## src/rtl/mem_port_arbiter.sv

```systemverilog
// rtl/mem_port_arbiter.sv - single-port memory arbiter between fetch and data requesters
//
// Serialises instruction-fetch and load/store transactions onto one shared
// memory port. A grant is issued from IDLE only while start is high; the
// winner's address/we/wdata are registered onto the mem_* port and held until
// the memory answers with mem_valid_mem2arb. That answer is forwarded
// combinationally to the owning requester as a one-cycle valid pulse.
//
// Optional feature macro: ARB_ROUND_ROBIN_EN
//   undefined : fixed priority, data beats fetch when both request
//   defined   : alternate between requesters when both request
//
// Ports:
//   clk, rst                  clock, synchronous active-high reset
//   start                     grant enable
//   inst_request_core2arb     fetch request (held until inst_valid_arb2core)
//   inst_addr_core2arb        fetch word address
//   inst_valid_arb2core       fetch completion pulse
//   inst_arb2core             fetched word, 0 unless valid
//   data_request_core2arb     load/store request (held until data_valid_arb2core)
//   data_we_core2arb          1 = store
//   data_addr_core2arb        data word address
//   data_wdata_core2arb       store data
//   data_valid_arb2core       data completion pulse
//   data_rdata_arb2core       load data, 0 unless valid
//   mem_request_arb2mem       registered memory request
//   mem_we_arb2mem            registered write enable
//   mem_addr_arb2mem          registered address
//   mem_wdata_arb2mem         registered write data
//   mem_valid_mem2arb         memory completion pulse
//   mem_rdata_mem2arb         memory read data
//   grant_data                high while a data transaction owns the port

module mem_port_arbiter #(
  parameter int ADDR_WIDTH = 32,
  parameter int DATA_WIDTH = 32
) (
  input  logic                  clk,
  input  logic                  rst,
  input  logic                  start,
  input  logic                  inst_request_core2arb,
  input  logic [ADDR_WIDTH-1:0] inst_addr_core2arb,
  output logic                  inst_valid_arb2core,
  output logic [DATA_WIDTH-1:0] inst_arb2core,
  input  logic                  data_request_core2arb,
  input  logic                  data_we_core2arb,
  input  logic [ADDR_WIDTH-1:0] data_addr_core2arb,
  input  logic [DATA_WIDTH-1:0] data_wdata_core2arb,
  output logic                  data_valid_arb2core,
  output logic [DATA_WIDTH-1:0] data_rdata_arb2core,
  output logic                  mem_request_arb2mem,
  output logic                  mem_we_arb2mem,
  output logic [ADDR_WIDTH-1:0] mem_addr_arb2mem,
  output logic [DATA_WIDTH-1:0] mem_wdata_arb2mem,
  input  logic                  mem_valid_mem2arb,
  input  logic [DATA_WIDTH-1:0] mem_rdata_mem2arb,
  output logic                  grant_data
);

  typedef enum logic [1:0] {
    IDLE      = 2'd0,
    INST_BUSY = 2'd1,
    DATA_BUSY = 2'd2
  } state_t;

  state_t state;
  state_t state_next;

  logic win_inst;
  logic win_data;
  logic data_wins;

`ifdef ARB_ROUND_ROBIN_EN
  // 1 = data won the previous grant, 0 = fetch won (reset value).
  logic last_grant;

  // On contention, the side that did not win last time gets the port.
  assign data_wins = data_request_core2arb &&
                     (!inst_request_core2arb || !last_grant);

  always_ff @(posedge clk) begin
    if (rst) begin
      last_grant <= 1'b0;
    end else if (win_data) begin
      last_grant <= 1'b1;
    end else if (win_inst) begin
      last_grant <= 1'b0;
    end
  end
`else
  // Data access belongs to the older instruction, so it always wins.
  assign data_wins = data_request_core2arb;
`endif

  always_ff @(posedge clk) begin
    if (rst) begin
      state <= IDLE;
    end else begin
      state <= state_next;
    end
  end

  always_comb begin
    state_next          = state;
    win_inst            = 1'b0;
    win_data            = 1'b0;
    inst_valid_arb2core = 1'b0;
    inst_arb2core       = '0;
    data_valid_arb2core = 1'b0;
    data_rdata_arb2core = '0;

    case (state)
      IDLE: begin
        if (start) begin
          if (data_wins) begin
            win_data   = 1'b1;
            state_next = DATA_BUSY;
          end else if (inst_request_core2arb) begin
            win_inst   = 1'b1;
            state_next = INST_BUSY;
          end
        end
      end
      INST_BUSY: begin
        if (mem_valid_mem2arb) begin
          inst_valid_arb2core = 1'b1;
          inst_arb2core       = mem_rdata_mem2arb;
          state_next          = IDLE;
        end
      end
      DATA_BUSY: begin
        if (mem_valid_mem2arb) begin
          data_valid_arb2core = 1'b1;
          data_rdata_arb2core = mem_rdata_mem2arb;
          state_next          = IDLE;
        end
      end
      default: begin
        state_next = IDLE;
      end
    endcase
  end

  // Memory port registers: loaded on grant, frozen while busy, cleared when
  // the transaction completes so the port reads as quiet in IDLE.
  always_ff @(posedge clk) begin
    if (rst) begin
      mem_request_arb2mem <= 1'b0;
      mem_we_arb2mem      <= 1'b0;
      mem_addr_arb2mem    <= '0;
      mem_wdata_arb2mem   <= '0;
    end else if (win_data) begin
      mem_request_arb2mem <= 1'b1;
      mem_we_arb2mem      <= data_we_core2arb;
      mem_addr_arb2mem    <= data_addr_core2arb;
      mem_wdata_arb2mem   <= data_wdata_core2arb;
    end else if (win_inst) begin
      mem_request_arb2mem <= 1'b1;
      mem_we_arb2mem      <= 1'b0;
      mem_addr_arb2mem    <= inst_addr_core2arb;
      mem_wdata_arb2mem   <= '0;
    end else if ((state != IDLE) && mem_valid_mem2arb) begin
      mem_request_arb2mem <= 1'b0;
      mem_we_arb2mem      <= 1'b0;
      mem_addr_arb2mem    <= '0;
      mem_wdata_arb2mem   <= '0;
    end
  end

  assign grant_data = (state == DATA_BUSY);

endmodule

```

## config.mk

```make
export PLATFORM = sky130hd
export DESIGN_NAME = mem_port_arbiter
export DESIGN_NICKNAME = d
export VERILOG_FILES = /design/src/rtl/mem_port_arbiter.sv
export SDC_FILE = /design/constraint.sdc
export NUM_CORES = 1
export LEC_CHECK = 0
export ABC_AREA = 1
export CORE_ASPECT_RATIO = 0.5
export CORE_MARGIN = 4
export CORE_UTILIZATION = 37
export CTS_CLUSTER_SIZE = 10
export DETAILED_ROUTE_END_ITERATION = 7
export MAX_ROUTING_LAYER = met4
export PLACE_DENSITY = 0.86
export SLEW_MARGIN = 20
export SYNTH_ARGS = -nofsm -noshare
export SYNTH_HDL_FRONTEND = slang
export SYNTH_SLANG_ARGS = --single-unit
```

## constraint.sdc

```tcl
create_clock -name clk -period 2.6 [get_ports clk]
set_input_delay 0.26 -clock clk [delete_from_list [all_inputs] [get_ports clk]]
set_output_delay 0.26 -clock clk [all_outputs]
set_load 0.005 [all_outputs]
```

Yosys cells after proc, flatten, opt, wreduce, memory -nomap -nowiden. Cells that the tools add are included.

Output and inout bits: 133. Word-level logic and storage cells: 44. Bits of input ports: 135. Register bits after elaboration: 68.

Equal/unequal tests: 5. Reduce and logical (&&, ||, !) cells: 6. Multiplexer cells: 28.

Operators with widths (count): two-way mux 32 bit (8); two-way mux 1 bit (15); two-way mux 2 bit (4); case mux 2 bit (2 select lines) (1); != test 3 bit (second input constant) (1); AND reduction 3 bit (1); nonzero test 3 bit (1); == test 2 x 1 -> 1 bit (second input constant) (1); == test 2 bit (second input constant) (1); zero test 2 bit (1); != test 2 x 1 -> 1 bit (second input constant) (1); != test 2 bit (second input constant) (1); nonzero test 2 bit (1); OR reduction 2 bit (1); logical AND 1 bit (1).

Logic depth before layout (Yosys ltp). Gate-level depths: netlist of run 1.

Depth after elaboration: 6. Gate-level depth with buffers: 10. Depth with buffers taken out: 8.

Worst setup path before layout of run 1. OpenSTA, ideal clock, no wires.

Path kind: reg-to-reg. Start point: reg state[0]. End point: reg mem_addr_arb2mem[19]. Library setup time: 0.112 ns. Required time: 2.488 ns. Cell stages (with the launch flop): 10. Path buffers: 1. Period minus slack after synthesis: 1.399 ns. Path slack: 1.201 ns. Arrival time: 1.288 ns. Cells stage by stage: dfxtp_1 -> inv_1 -> ha_1 -> nand2_1 -> inv_2 -> nand2_2 -> clkbuf_1 -> nand3b_1 -> nand2_1 -> nor2_1.

Cells in the longest elaborated chain, start to end: 4. Elaborated cells on any way between the ends: 8. Those cells by class: mux (4); reduce/logical (4).

Ends and longest elaborated chain: from (decl) (RTL line 66) `state_t state;`; from (signal assigned) (RTL line 99) `state <= state_next;`; zero test 2 bit (RTL line 112) `case (state)`; two-way mux 1 bit (RTL line 112); two-way mux 32 bit (RTL line 157) `end else if (win_inst) begin`; two-way mux 32 bit (RTL line 152) `end else if (win_data) begin`; to (signal assigned) (RTL line 155) `mem_addr_arb2mem <= data_addr_core2arb;`; to (signal assigned) (RTL line 160) `mem_addr_arb2mem <= inst_addr_core2arb;`; to (decl) (RTL line 53) `output logic [ADDR_WIDTH-1:0] mem_addr_arb2mem,`.

Several ways; a longest one is shown, not always the timed one. A chain may end at the register's enable or synchronous reset.

Final worst setup path of run 1.
Start point: reg state[0]. End point: out data_rdata_arb2core[31].

Cells in the longest elaborated chain, start to end: 2.

Ends and longest elaborated chain: == test 2 bit (RTL line 112); two-way mux 32 bit (RTL line 112); to (decl) (RTL line 50) `output logic [DATA_WIDTH-1:0] data_rdata_arb2core,`.

Every way passes these cells.

==> flow_metrics.py, run 1 <==
metrics = {
    "run_status": {
        "status": "finished clean",
    },
    "timing": {
        "worst_pin_slew_ns": 0.7334,
        "hold_viol": 0,
        "period_minus_slack_ns": 2.196,
        "fmax_mhz": 455.5,
        "tns_ns": 0,
        "finalSetupViolCount": 0,
        "min_period_over_period_pct": 84.44,
        "slew_headroom_pct": 50.99,
        "slew_viol_final": 0,
        "grt_setup_unrepaired": "no",
        "skew_ns": 0.005511,
    },
    "critical_path": {
        "required_ns": 2.34,
        "cp-start-kind": "register",
        "arrival_ns": 1.94,
        "worst-setup-path-type": "register to output pin",
        "critPathCaptureType": "output pin",
        "crit_fanout": 33,
    },
    "logic_synthesis": {
        "synth_top_area_share_pct": 37.39,
        "syn_inst": 572,
        "ys_seq_area_share_pct": 37.39,
        "avgSynthCellArea_um2": 6.365,
        "yosys.area.top_type": "dfxtp_1",
        "synth.ff_latch_count": 68,
        "synth.distinct_cells": 18,
        "netlist_area_um2": 3641,
        "synth_fp_nets": 710,
        "synthTopCellsByArea": "dfxtp_1, nand2_1, nor2_1, nand3_1, nand3b_1",
        "yosysWarnings": 0,
    },
    "floorplanning": {
        "rows": 25,
        "die_h_um": 78.15,
        "dieArea_um2": 11590,
        "core-area_um2": 9509,
        "die_x_um": 148.3,
        "io_pins": 268,
        "start_util_pct": 38.29,
    },
    "global_routing": {
        "grt_start_max_net_pins": 67,
        "grt_pass1_wl_um": 22130,
        "track_usage_pct": 24.54,
        "antenna_found_initial": 0,
        "overflow": 0,
        "grt_pass1_vias": 4303,
    },
    "drt": {
        "detail-route-antenna-nets": 0,
        "viasPerCell": 4.638,
        "drt_iter0_drc": 240,
        "wl_per_cell_um": 14.97,
        "drt_first_pass_iters": 4,
        "vias": 4434,
        "routed_wl_um": 14310,
        "drc": 0,
    },
    "final_layout": {
        "n_antenna_cell": 0,
        "drive_above_1_share_pct": 3.776,
        "fin_util_pct": 69.30,
        "area_growth_pct": 81.00,
        "fin_nets": 955,
    },
    "clock_network": {
        "ctsResizeCount": 0,
        "cts_htree_levels": 3,
        "ctsHoldBuffers": 0,
        "cts-root-buf": "clkbuf_16",
        "cts.sinks": 68,
        "cts_tree": "done",
        "postCtsSetupBuffers": 0,
        "cts_buffers": 9,
        "clk_pin_slew_worst_paths_ns": 0.05,
        "clk_latency_ns": 0.32,
        "clockBufferDepth": 2,
    },
    "power_and_ir_drop": {
        "power.density_nw_per_um2": 802.4,
        "p_int_mw": 3.386,
        "p_leak_nw": 2.845,
        "p_comb_share_pct": 51.8,
        "vdd_drop_max_v": 0.0004381,
        "total_power_mw": 5.288,
        "p_sw_mw": 1.902,
        "p_sw_share_pct": 35.97,
        "seqPwrFrac_pct": 27.4,
        "clkPwrFrac_pct": 20.8,
    },
    "worst_hold_path": {
        "hold_class": "register to register",
    },
    "place": {
        "hpwl_um": 10910,
        "portBuffers": 267,
        "place_congestion": 0.9377,
    },
    "flow_run": {
        "cap_violations": 0,
    },
}
==> path summary, 6_finish.rpt <==
kind	startpoint	endpoint	slack, ns	cells past startpoint
max	state[0]	data_rdata_arb2core[31]	0.40	6
min	mem_wdata_arb2mem[19]	mem_wdata_arb2mem[19]	0.48	2
max reg2reg	state[0]	mem_addr_arb2mem[28]	0.76	8
min reg2reg	mem_wdata_arb2mem[19]	mem_wdata_arb2mem[19]	0.48	2
==> kinds of logic (layout without fill, tap and decap cells) <==
logic type / Yosys count / after routing / share of synthesized area [%]
simple gates: 378 / 378 / 45.02
buf+inv: 88 / 337 / 11.68
flops: 68 / 68 / 37.39
compound gates: 35 / 35 / 4.880
fa+ha+maj: 3 / 3 / 1.031
==> placed cells by master, fill, tap and decap left out <==
master | netlist | final
nor2_1 | 133 | 133
clkbuf_8 | 0 | 2
ha_1 | 3 | 3
clkinv_2 | 0 | 2
clkinv_1 | 1 | 1
nand2_2 | 3 | 3
clkbuf_16 | 0 | 9
inv_1 | 42 | 42
inv_2 | 2 | 2
clkdlybuf4s50_1 | 0 | 267
nand3b_1 | 32 | 32
nand2_1 | 142 | 142
buf_4 | 4 | 9
a21oi_1 | 34 | 34
dfxtp_1 | 68 | 68
buf_12 | 0 | 1
nand3_1 | 66 | 66
o21a_2 | 0 | 1
clkbuf_1 | 15 | 2
nor2_4 | 1 | 2
==> worst max-delay path, cell delays in order, from the launching register on <==
cell             delay, ns
dfxtp_1               0.33
inv_1                 0.07
ha_1                  0.23
nand2_1               0.07
buf_4                 0.33
nor2_1                0.08
clkdlybuf4s50_1       0.48
==> cell type report <==
class | count | area (µm²)
fillers | 814 | 2919
well taps | 135 | 168.9
flip-flops and latches | 68 | 1361
multi-input cells | 416 | 1861
inverters | 45 | 168.9
clock inverters | 2 | 10.01
repair buffers | 277 | 2760
clock buffers | 13 | 260.3
==> flip-flops by register name, indices dropped and copies added (netlist names) <==
| register | flops |
|---|---|
| mem_we_arb2mem | 1 |
| mem_addr_arb2mem | 32 |
| state | 2 |
| mem_request_arb2mem | 1 |
| mem_wdata_arb2mem | 32 |
==> cell usage after synthesis <==
master,instances
nand2_1,142
nor2_1,133
dfxtp_1,68
nand3_1,66
inv_1,42
a21oi_1,34
nand3b_1,32
buf_2,16
clkbuf_1,15
buf_6,8
buf_4,4
ha_1,3
nand2_2,3
inv_2,2
clkinv_1,1
nor2_2,1
nor2_4,1
o21a_1,1
==> stage by stage <==
step / std cells / hold slack, ns / cell area, µm² / setup WS [ns]
floorplan: 572 / 0.4072 / 3641 / 1.201
global placement: 941 / 0.4527 / 6319 / 0.4603
detailed placement: 941 / 0.4658 / 6319 / 0.3851
CTS: 956 / 0.4781 / 6589 / 0.3952
global route: 956 / 0.5000 / 6590 / 0.2798
finish: 956 / 0.4754 / 6590 / 0.4044
==> metal layers <==
| metal | global-route usage, % | vias up | wire, µm |
|---|---|---|---|
| li1 | - | 2259 | - |
| met1 | 27.58 | 2039 | 5819 |
| met2 | 44.52 | 114 | 7519 |
| met3 | 4.614 | 22 | 633 |
| met4 | 7.926 | 0 | 340 |
| met5 | - | - | 0 |
==> power by group through the flow <==
stage	sequential (mW)	combinational [mW]	clock (mW)
6_report	1.45	2.74	1.10
5_1_grt	1.48	3.01	1.18
4_1_cts	1.45	2.76	1.12
3_5_place_dp	1.47	2.74	0
3_3_place_gp	1.45	2.68	0
2_1_floorplan	1.49	1.44	0
Power figures use the tool's default switching activity.
==> run 2, diff against run 1 <==
Settings changed: CORE_UTILIZATION 37 to 31, PLACE_DENSITY 0.86 to 0.77.
Clock period 2.6 ns to 1.9 ns, I/O delays scaled along.
==> run 2 against run 1 <==
Net effect: clock skew increased by 0.0024 ns; critical endpoint is now inst_valid_arb2core; first-iteration DRC count increased by 13%; flip-flop and latch count unchanged; core utilization decreased by 9.4 points; sequential power increased by 37%; count of clock-buffer cells in the layout decreased by 4; cell count increased by 3.3%; worst hold slack got worse by 0.062 ns; combinational power increased by 39%; sequential share of layout area decreased by 0.39 points.
==> flow_metrics.py, run 2 (same netlist as run 1, synthesis figures left out) <==
metrics = {
    "timing": {
        "period_minus_slack_ns": 1.845,
        "fmax_mhz": 542.1,
        "slew_viol_final": 0,
        "slew_headroom_pct": 72.97,
        "skew_ns": 0.007955,
        "hold_viol": 0,
        "finalSetupViolCount": 0,
        "whs_ns": 0.4137,
        "min_period_over_period_pct": 97.09,
        "worst_pin_slew_ns": 0.4029,
    },
    "drt": {
        "vias": 4415,
        "routed_wl_um": 14310,
        "drt_first_pass_iters": 5,
        "detail-route-antenna-nets": 0,
        "drt_iter0_drc": 272,
        "wl_per_cell_um": 14.49,
        "viasPerCell": 4.469,
        "drc": 0,
    },
    "floorplanning": {
        "io_pins": 268,
        "dieArea_um2": 13650,
        "core-area_um2": 11220,
        "die_x_um": 161.3,
        "die_h_um": 84.64,
        "rows": 27,
        "start_util_pct": 32.46,
    },
    "place": {
        "hpwl_um": 10780,
        "place_congestion": 0.8710,
        "portBuffers": 267,
        "placed_cells": 970,
        "dpl_cell_area_um2": 6474,
    },
    "global_routing": {
        "grt_start_max_net_pins": 44,
        "overflow": 0,
        "grt_pass1_wl_um": 21920,
        "grt-busiest-layer": "met2",
        "grt_util_met1_pct": 23.08,
        "grt_pass1_vias": 4126,
        "track_usage_pct": 20.27,
        "antenna_found_initial": 0,
        "grtUsageMet3_pct": 3.139,
        "grtUsageMet2_pct": 36.74,
    },
    "clock_network": {
        "cts.sinks": 68,
        "cts_htree_levels": 3,
        "cts-root-buf": "clkbuf_16",
        "clockBufferDepth": 2,
        "cts_tree": "done",
        "ctsHoldBuffers": 0,
        "clk_latency_ns": 0.33,
        "cts_buffers": 9,
        "clk_pin_slew_worst_paths_ns": 0.06,
    },
    "final_layout": {
        "final_common_cell": "clkdlybuf4s50_1",
        "area_growth_pct": 84.67,
        "seqCellArea_um2": 1363,
        "final_cell_area_um2": 6724,
        "multi_input_area_um2": 1864,
        "mostFrequentLayoutCells": "clkdlybuf4s50_1, nand2_1, nor2_1, dfxtp_1, nand3_1",
        "reg_top3": "mem_addr_arb2mem: 32 flops, mem_wdata_arb2mem: 32 flops, state: 2 flops",
        "fin_cells": 988,
        "drive_above_1_share_pct": 5.428,
        "fin_util_pct": 59.95,
        "n_antenna_cell": 0,
        "n_fill_cell": 1079,
        "fin_nets": 962,
    },
    "critical_path": {
        "critPathCaptureType": "output pin",
        "worst-setup-path-type": "register to output pin",
        "required_ns": 1.71,
        "cp-start-kind": "register",
        "crit_fanout": 17,
        "arrival_ns": 1.65,
    },
    "run_status": {
        "status": "finished clean",
    },
    "power_and_ir_drop": {
        "power.density_nw_per_um2": 1105,
        "p_leak_nw": 3.229,
        "vdd_drop_max_v": 0.0008073,
    },
    "worst_hold_path": {
        "hold_class": "primary input to register",
    },
    "flow_run": {
        "cap_violations": 0,
    },
}
[run 2: changes by cell type in the layout (fill, tap and decap cells not counted), moves of 2 or more]
cell / before / now
clkinv_4: 0 / 2
clkbuf_1: 2 / 0
clkdlybuf4s50_1: 267 / 202
inv_2: 2 / 4
clkinv_2: 2 / 4
clkbuf_8: 2 / 0
inv_1: 42 / 40
buf_12: 1 / 8
dlygate4sd2_1: 0 / 65
[run 2: area by class of cell]
type / instances / share of cell area [%]
Clock inverter: 7 / 1.005
Clock buffer: 9 / 3.349
Timing Repair Buffer: 284 / 42.18
Multi-Input combinational cell: 416 / 27.73
Sequential cell: 68 / 20.26
Tap cell: 159 / 2.959
Inverter: 45 / 2.512
[run 2: per-layer routing]
metal	part of all wire, %	routed length, µm
met5	0	0
met4	2.3	336
met3	4.1	592
met2	52	7454
met1	41	5928
[run 2: final timing paths]
check,start,depth (start not counted),slack [ns],to
worst max register to register,state[1],9,0.32,mem_addr_arb2mem[1]
worst min register to register,mem_request_arb2mem,2,0.47,mem_request_arb2mem
worst min-delay path,data_wdata_core2arb[12],3,0.41,mem_wdata_arb2mem[12]
worst max-delay path,state[1],6,0.06,inst_valid_arb2core
[run 2: repair_timing]
action                                  in CTS  in global routing
gates resized for setup                     69                  1
endpoints found under the setup margin      66                  1
buffers inserted                             0                  1
cloned                                       0                  1
pin swaps                                    0                  1
endpoints found under the hold margin        0                  0
[run 2: power breakdown]
group          switching (mW)  internal (mW)  total, mW
sequential              0.168           1.81       1.98
clock                   0.618           1.01       1.63
combinational            1.90           1.92       3.82
[run 2: worst max-delay path, stage by stage, from the launching register on]
cell and delay [ns]:
dfxtp_1 0.32, inv_2 0.08, ha_1 0.16, nand2_2 0.08, buf_12 0.16, inv_1 0.05, clkdlybuf4s50_1 0.48
[run 2: per-stage QoR]
stage,power (mW),setup WS (ns),setup TNS (ns)
floorplan,4.003,0.5008,0
global placement,5.845,0.09528,0
detailed placement,5.909,0.08254,0
CTS,7.465,0.01062,0
global route,7.956,-0.0005691,-0.0005691
finish,7.427,0.05530,0
==> run 3, diff against run 2 <==
Settings changed: CTS_CLUSTER_SIZE 10 to 14.
==> results of run 3 <==
Final layout, timing and power as in run 2 (identical DEF).
